$ cat config.mk
export PLATFORM = sky130hd
export DESIGN_NAME = ct_mmu_jtlb_sram_ctrl
export DESIGN_NICKNAME = d
export VERILOG_FILES = /design/src/rtl/ct_mmu_jtlb_pkg.sv /design/src/rtl/ct_mmu_jtlb_inv_walker.sv /design/src/rtl/ct_mmu_jtlb_sram_ctrl.sv
export SDC_FILE = /design/constraint.sdc
export NUM_CORES = 1
export LEC_CHECK = 0
export ABC_CLOCK_PERIOD_IN_PS = 3650
export CORE_AREA = 2 2 472 474
export CTS_CLUSTER_DIAMETER = 40
export CTS_CLUSTER_SIZE = 40
export DETAILED_ROUTE_END_ITERATION = 10
export DIE_AREA = 0 0 474 476
export GPL_ROUTABILITY_DRIVEN = 1
export GPL_TIMING_DRIVEN = 0
export PLACE_DENSITY_LB_ADDON = 0.1
export SLEW_MARGIN = 20
export SYNTH_ARGS = -nofsm -noshare
export SYNTH_HDL_FRONTEND = slang
export SYNTH_SLANG_ARGS = --single-unit
$ cat constraint.sdc
create_clock -name forever_cpuclk -period 3.65 [get_ports forever_cpuclk]
set_input_delay 0.73 -clock forever_cpuclk [delete_from_list [all_inputs] [get_ports forever_cpuclk]]
set_output_delay 0.73 -clock forever_cpuclk [all_outputs]
set_load 0.01 [all_outputs]
$ cat src/rtl/ct_mmu_jtlb_pkg.sv
// -----------------------------------------------------------------------------
// ct_mmu_jtlb_pkg
// Shared definitions for the jTLB SRAM controller slice.
//   JTLB_ADDR_WIDTH  - index width of the jTLB SRAM (depth = 1 << width)
//   JTLB_DATA_WIDTH  - entry width, also the per-bit write-enable width
//   JTLB_SWEEP_LAST  - last index visited by the invalidate-all sweep
//   jtlb_fsm_e       - controller state encoding (IDLE / SWEEP)
// -----------------------------------------------------------------------------
package ct_mmu_jtlb_pkg;

    localparam int JTLB_ADDR_WIDTH = 8;
    localparam int JTLB_DATA_WIDTH = 196;
    localparam int JTLB_SWEEP_LAST = (1 << JTLB_ADDR_WIDTH) - 1;

    typedef enum logic {
        ST_IDLE  = 1'b0,
        ST_SWEEP = 1'b1
    } jtlb_fsm_e;

endpackage

$ cat src/rtl/ct_mmu_jtlb_inv_walker.sv
// -----------------------------------------------------------------------------
// ct_mmu_jtlb_inv_walker
// Invalidate-all sweep sequencer. On a start request seen in IDLE it walks
// every SRAM index once (one per cycle), raising busy for the whole walk and
// a one-cycle done pulse in the cycle that addresses the last index.
// Ports:
//   i_clk    - clock
//   i_rst_n  - asynchronous reset, active low
//   i_start  - start request (level, only looked at in IDLE)
//   o_busy   - sweep in progress; o_cnt is the index being cleared
//   o_done   - high in the cycle that clears the last index
//   o_cnt    - current sweep index
// -----------------------------------------------------------------------------
module ct_mmu_jtlb_inv_walker
    import ct_mmu_jtlb_pkg::*;
#(
    parameter int ADDR_WIDTH = JTLB_ADDR_WIDTH,
    parameter int LAST_IDX   = JTLB_SWEEP_LAST
) (
    input  logic                  i_clk,
    input  logic                  i_rst_n,
    input  logic                  i_start,
    output logic                  o_busy,
    output logic                  o_done,
    output logic [ADDR_WIDTH-1:0] o_cnt
);

    localparam logic [ADDR_WIDTH-1:0] W_LAST = LAST_IDX[ADDR_WIDTH-1:0];

    jtlb_fsm_e             r_state;
    logic [ADDR_WIDTH-1:0] r_cnt;
    logic                  r_busy;
    logic                  r_done;

    // busy/done are registered so they line up with the index held in r_cnt;
    // done is set one cycle early so it is high while r_cnt == W_LAST.
    always_ff @(posedge i_clk or negedge i_rst_n) begin
        if (!i_rst_n) begin
            r_state <= ST_IDLE;
            r_cnt   <= '0;
            r_busy  <= 1'b0;
            r_done  <= 1'b0;
        end else begin
            case (r_state)
                ST_IDLE: begin
                    r_done <= 1'b0;
                    if (i_start) begin
                        r_state <= ST_SWEEP;
                        r_busy  <= 1'b1;
                        r_done  <= (W_LAST == '0);
                    end
                end
                ST_SWEEP: begin
                    if (r_cnt == W_LAST) begin
                        r_state <= ST_IDLE;
                        r_busy  <= 1'b0;
                        r_done  <= 1'b0;
                        r_cnt   <= '0;
                    end else begin
                        r_cnt  <= r_cnt + 1'b1;
                        r_done <= (r_cnt == (W_LAST - 1'b1));
                    end
                end
                default: begin
                    r_state <= ST_IDLE;
                    r_busy  <= 1'b0;
                    r_done  <= 1'b0;
                    r_cnt   <= '0;
                end
            endcase
        end
    end

    assign o_busy = r_busy;
    assign o_done = r_done;
    assign o_cnt  = r_cnt;

endmodule

$ cat src/rtl/ct_mmu_jtlb_sram_ctrl.sv
// -----------------------------------------------------------------------------
// ct_mmu_jtlb_sram_ctrl
// Sole driver of the jTLB single-port SRAM macro (active-low CEN/GWEN/bit-WEN,
// one-cycle read). Arbitrates invalidate-all sweep > refill/update write >
// lookup read onto the port, one access per cycle, and returns read data to
// the compare stage with a fixed latency. The macro is deselected when idle.
// Ports:
//   forever_cpuclk, cpurst_b          - clock, async reset (active low)
//   rd_req_vld/idx, rd_req_rdy        - lookup read request / accept
//   rd_resp_vld, rd_resp_data         - read response
//   wr_req_vld/idx/data/bmask, wr_req_rdy - write request (bmask 1 = write bit)
//   inv_all_req, inv_all_busy, inv_all_done - invalidate-all sweep control
//   sram_cen/gwen/wen/a/d, sram_q     - SRAM macro interface
// Configuration:
//   CT_JTLB_SRAM_OUTREG_EN - when defined, sram_q is captured in a flop and
//   the response appears 2 cycles after accept; otherwise 1 cycle, with
//   rd_resp_data wired straight to sram_q (meaningful only while valid).
// -----------------------------------------------------------------------------
module ct_mmu_jtlb_sram_ctrl
    import ct_mmu_jtlb_pkg::*;
#(
    parameter int ADDR_WIDTH = JTLB_ADDR_WIDTH,
    parameter int DATA_WIDTH = JTLB_DATA_WIDTH
) (
    input  logic                  forever_cpuclk,
    input  logic                  cpurst_b,
    input  logic                  rd_req_vld,
    input  logic [ADDR_WIDTH-1:0] rd_req_idx,
    output logic                  rd_req_rdy,
    output logic                  rd_resp_vld,
    output logic [DATA_WIDTH-1:0] rd_resp_data,
    input  logic                  wr_req_vld,
    input  logic [ADDR_WIDTH-1:0] wr_req_idx,
    input  logic [DATA_WIDTH-1:0] wr_req_data,
    input  logic [DATA_WIDTH-1:0] wr_req_bmask,
    output logic                  wr_req_rdy,
    input  logic                  inv_all_req,
    output logic                  inv_all_busy,
    output logic                  inv_all_done,
    output logic                  sram_cen,
    output logic                  sram_gwen,
    output logic [DATA_WIDTH-1:0] sram_wen,
    output logic [ADDR_WIDTH-1:0] sram_a,
    output logic [DATA_WIDTH-1:0] sram_d,
    input  logic [DATA_WIDTH-1:0] sram_q
);

    localparam int LAST_IDX = (1 << ADDR_WIDTH) - 1;

    logic                  w_busy;
    logic                  w_done;
    logic [ADDR_WIDTH-1:0] w_cnt;
    logic                  w_idle_ok;
    logic                  w_wr_gnt;
    logic                  w_rd_gnt;
    logic                  r_rd_vld_p0;

    ct_mmu_jtlb_inv_walker #(
        .ADDR_WIDTH (ADDR_WIDTH),
        .LAST_IDX   (LAST_IDX)
    ) u_inv_walker (
        .i_clk   (forever_cpuclk),
        .i_rst_n (cpurst_b),
        .i_start (inv_all_req),
        .o_busy  (w_busy),
        .o_done  (w_done),
        .o_cnt   (w_cnt)
    );

    // A pending sweep request takes the cycle with no access at all, so the
    // sweep starts cleanly on the next edge. Grants are also held off while
    // reset is asserted so the macro stays deselected asynchronously.
    assign w_idle_ok = cpurst_b & ~w_busy & ~inv_all_req;
    assign w_wr_gnt  = w_idle_ok & wr_req_vld;
    assign w_rd_gnt  = w_idle_ok & ~wr_req_vld & rd_req_vld;

    assign wr_req_rdy   = w_wr_gnt;
    assign rd_req_rdy   = w_rd_gnt;
    assign inv_all_busy = w_busy;
    assign inv_all_done = w_done;

    always_comb begin
        sram_cen  = 1'b1;
        sram_gwen = 1'b1;
        sram_wen  = '1;
        sram_a    = '0;
        sram_d    = '0;
        if (w_busy) begin
            sram_cen  = 1'b0;
            sram_gwen = 1'b0;
            sram_wen  = '0;
            sram_a    = w_cnt;
        end else if (w_wr_gnt) begin
            sram_cen  = 1'b0;
            sram_gwen = 1'b0;
            sram_wen  = ~wr_req_bmask;
            sram_a    = wr_req_idx;
            sram_d    = wr_req_data;
        end else if (w_rd_gnt) begin
            sram_cen  = 1'b0;
            sram_a    = rd_req_idx;
        end
    end

    // p0: macro read cycle done, sram_q valid
    always_ff @(posedge forever_cpuclk or negedge cpurst_b) begin
        if (!cpurst_b) begin
            r_rd_vld_p0 <= 1'b0;
        end else begin
            r_rd_vld_p0 <= w_rd_gnt;
        end
    end

`ifdef CT_JTLB_SRAM_OUTREG_EN
    logic                  r_rd_vld_p1;
    logic [DATA_WIDTH-1:0] r_rd_data_p1;

    // p1: read data captured; flop only loads on a valid response
    always_ff @(posedge forever_cpuclk or negedge cpurst_b) begin
        if (!cpurst_b) begin
            r_rd_vld_p1  <= 1'b0;
            r_rd_data_p1 <= '0;
        end else begin
            r_rd_vld_p1 <= r_rd_vld_p0;
            if (r_rd_vld_p0) begin
                r_rd_data_p1 <= sram_q;
            end
        end
    end

    assign rd_resp_vld  = r_rd_vld_p1;
    assign rd_resp_data = r_rd_data_p1;
`else
    assign rd_resp_vld  = r_rd_vld_p0;
    assign rd_resp_data = sram_q;
`endif

endmodule

==> flow_summary.toml <==
[run_status]
status = "completed"

[power_and_ir_drop]
p_leak_nw = 6.985
peakVddDrop_v = 0.0001741
power.density_nw_per_um2 = 377.6
finalPower_mw = 7.291

[route]
wl_per_cell_um = 26.57
first_pass_iters = 4
routed_wl_um = 127200
routed-via-count = 9769
drc = 0
ant_nets = 0
drt_iter0_markers = 266
viasPerCell = 2.040

[sta]
drv_slew = 0
rsz0062_at_grt = "no"
fin_crit_ns = 3.524
final_hold_viol_count = 0
setup_tns_ns = 0
finalSetupViolCount = 0
hold_slack_ns = 0.3507
post-route-period-util = 0.9656
fin_skew_ns = 0.004450
fmax_ghz = 0.2837
slew_headroom = 0.3986
worst_pin_slew_ns = 0.9022

[finish]
multi_input_comb_area_um2 = 3089
area_growth_syn_to_layout_pct = 309.9
fillerInstances = 25889
layout_common_cells = "clkdlybuf4s50_1 (812), buf_4 (227), and2_1 (169)"
layout.cells.non_filler = 4788
ff_latch_area_um2 = 300.3
nets = 2370
final_common_cell = "clkdlybuf4s50_1"
drive_gt1_frac = 0.2235

[die]
rows = 173
die_h_um = 476
die_w_um = 474
start_util = 0.02132
dieArea_um2 = 225600
core_um2 = 221000
pin_count = 1212

[setup_path]
worstPathRequired_ns = 2.92
critPathMaxFanout = 10
max_stage_delay_ns = 0.42
end_kind = "primary output"
crit_path_top_delay_cell = "clkdlybuf4s15_1"
reg2reg_depth = 3
crit_type = "in -> out"
worstPathCellList = "dlygate4sd2_1 > nand2b_4 > nor3_4 > clkbuf_16 > bufbuf_16 > buf_4 > clkbuf_4 > and2_1 > clkdlybuf4s15_1"
worst_setup_path_start_kind = "primary input"
crit_arrival_ns = 2.79

[place]
io_buffers = 1015
place_inst = 4719
dpl.hpwl_um = 121600
gp_congestion = 0.7577

[clock_network]
cts_max_path_buffers = 2
cts_root_buf = "clkbuf_16"
htreeDepth = 1
clkSlewWorstSetupHoldPaths_ns = 0.05
clk_latency_ns = 0.24
cts_tree = "built"
cts_made_buffers = 3
clock-sinks = 12

[synthesis]
ys_seq_elements = 12
ys_seq_area_frac = 0.06375
synth_warnings = 0
synth.distinct_cells = 29
syn_area_um2 = 4711
synth_area_per_cell_um2 = 6.480
synthCells = 727
syn_nets = 1338

[min_path]
hold_path_class = "in -> async"

[global_route]
grt_max_degree = 15
grt-ovfl-total = 0
grt_pass1_wl_um = 145900
grt_util_all_layers = 0.1056
antenna_found_initial = 124
grt_pass1_vias = 9814

[flow_run]
max_cap_violations = 0
## cell usage after synthesis
cell type,count,share of area
a221o_1,9,0.019
buf_2,19,0.020
nor2_1,6,0.0048
nor4b_4,1,0.0050
nand3b_1,2,0.0032
dfrtp_1,12,0.064
o311ai_0,2,0.0037
nand2b_4,1,0.0029
inv_1,3,0.0024
ha_1,2,0.0053
nor2_4,1,0.0024
and3_1,1,0.0013
nand3_1,1,0.0011
buf_4,197,0.31
and2_1,197,0.26
buf_1,3,0.0024
xor2_1,1,0.0019
a21oi_1,198,0.21
nor3_1,3,0.0032
nor4_1,1,0.0013
nor3b_1,8,0.013
clkbuf_2,10,0.011
inv_2,1,0.00080
nor3_4,1,0.0035
clkbuf_1,34,0.027
nand2_1,6,0.0048
xnor2_1,3,0.0056
nand4_1,3,0.0040
o21ai_0,1,0.0011
## cells by family (layout without fill, tap and decap cells)
kind of cell	count (synthesis)	count (layout)	synth area share
xor+xnor	4	4	0.007438
other cells	0	55	0
flops	12	12	0.06375
fa+ha+maj	2	2	0.005311
simple gates	232	232	0.3118
compound gates	210	210	0.2343
buf+inv	267	1298	0.3774
## where the power goes
part	switching [mW]	internal (mW)
combinational	3.74	3.06
sequential	0.0710	0.185
clock	0.0644	0.166
## critical path, delay by kind of cell
family                 cells  cell delay [ns]
AND/OR/NAND/NOR            3             0.51
buffers and inverters      6             1.50
## per-stage QoR
step           instance area, µm²  setup WS (ns)     util
2_1_floorplan                4711          1.229        -
3_3_place_gp                18590         -2.043  0.08413
3_5_place_dp                18640         -2.073  0.08435
4_1_cts                     19170       0.002082  0.08674
5_1_grt                     19170       0.002804  0.08676
6_report                    19310         0.1257  0.08737
## final cells by class
type | count | area share
timing repair buffer | 1027 | 0.5222
tap | 2975 | 0.1928
multi-input combinational | 448 | 0.1600
buffer | 263 | 0.09700
sequential | 12 | 0.01555
antenna | 55 | 0.007128
clock buffer | 4 | 0.004601
inverter | 4 | 0.0007776
## metal layers
layer	global-route usage	vias up	share of wire
li1	-	4319	-
met1	0.1114	4443	0.36
met2	0.1972	821	0.51
met3	0.05272	134	0.12
met4	0.001144	52	0.0063
met5	0	-	0.0026
## worst paths after layout
| check | startpoint | slack (ns) | to |
|---|---|---|---|
| hold reg to reg | u_inv_walker.o_cnt[6]$_DFFE_PN0P_ | 0.54 | u_inv_walker.o_cnt[6]$_DFFE_PN0P_ |
| setup reg to reg | u_inv_walker.o_cnt[4]$_DFFE_PN0P_ | 2.20 | u_inv_walker.o_busy$_DFFE_PN0P_ |
| hold / removal | cpurst_b | 0.35 | u_inv_walker.o_done$_DFF_PN0_ |
| min in group forever_cpuclk | u_inv_walker.o_cnt[6]$_DFFE_PN0P_ | 0.54 | u_inv_walker.o_cnt[6]$_DFFE_PN0P_ |
| max in group asynchronous | cpurst_b | 3.11 | u_inv_walker.o_cnt[7]$_DFFE_PN0P_ |
| setup / recovery | inv_all_req | 0.13 | sram_d[143] |
## state kept, by name, summed over array words and instances (netlist names)
name	count
rd_resp_vld	1
u_inv_walker.o_busy	1
u_inv_walker.o_cnt	8
u_inv_walker.o_done	1
u_inv_walker.r_state	1
## timing repair
item / 4_1_cts / 5_1_grt
buffers inserted: 9 / 0
endpoints found under the setup margin: 404 / 37
cloned: 1 / 0
resized for setup: 537 / 7
hold buffers: 0 / 0
pin swaps: 7 / 1
Note: power is estimated with default switching activity, not from simulation.
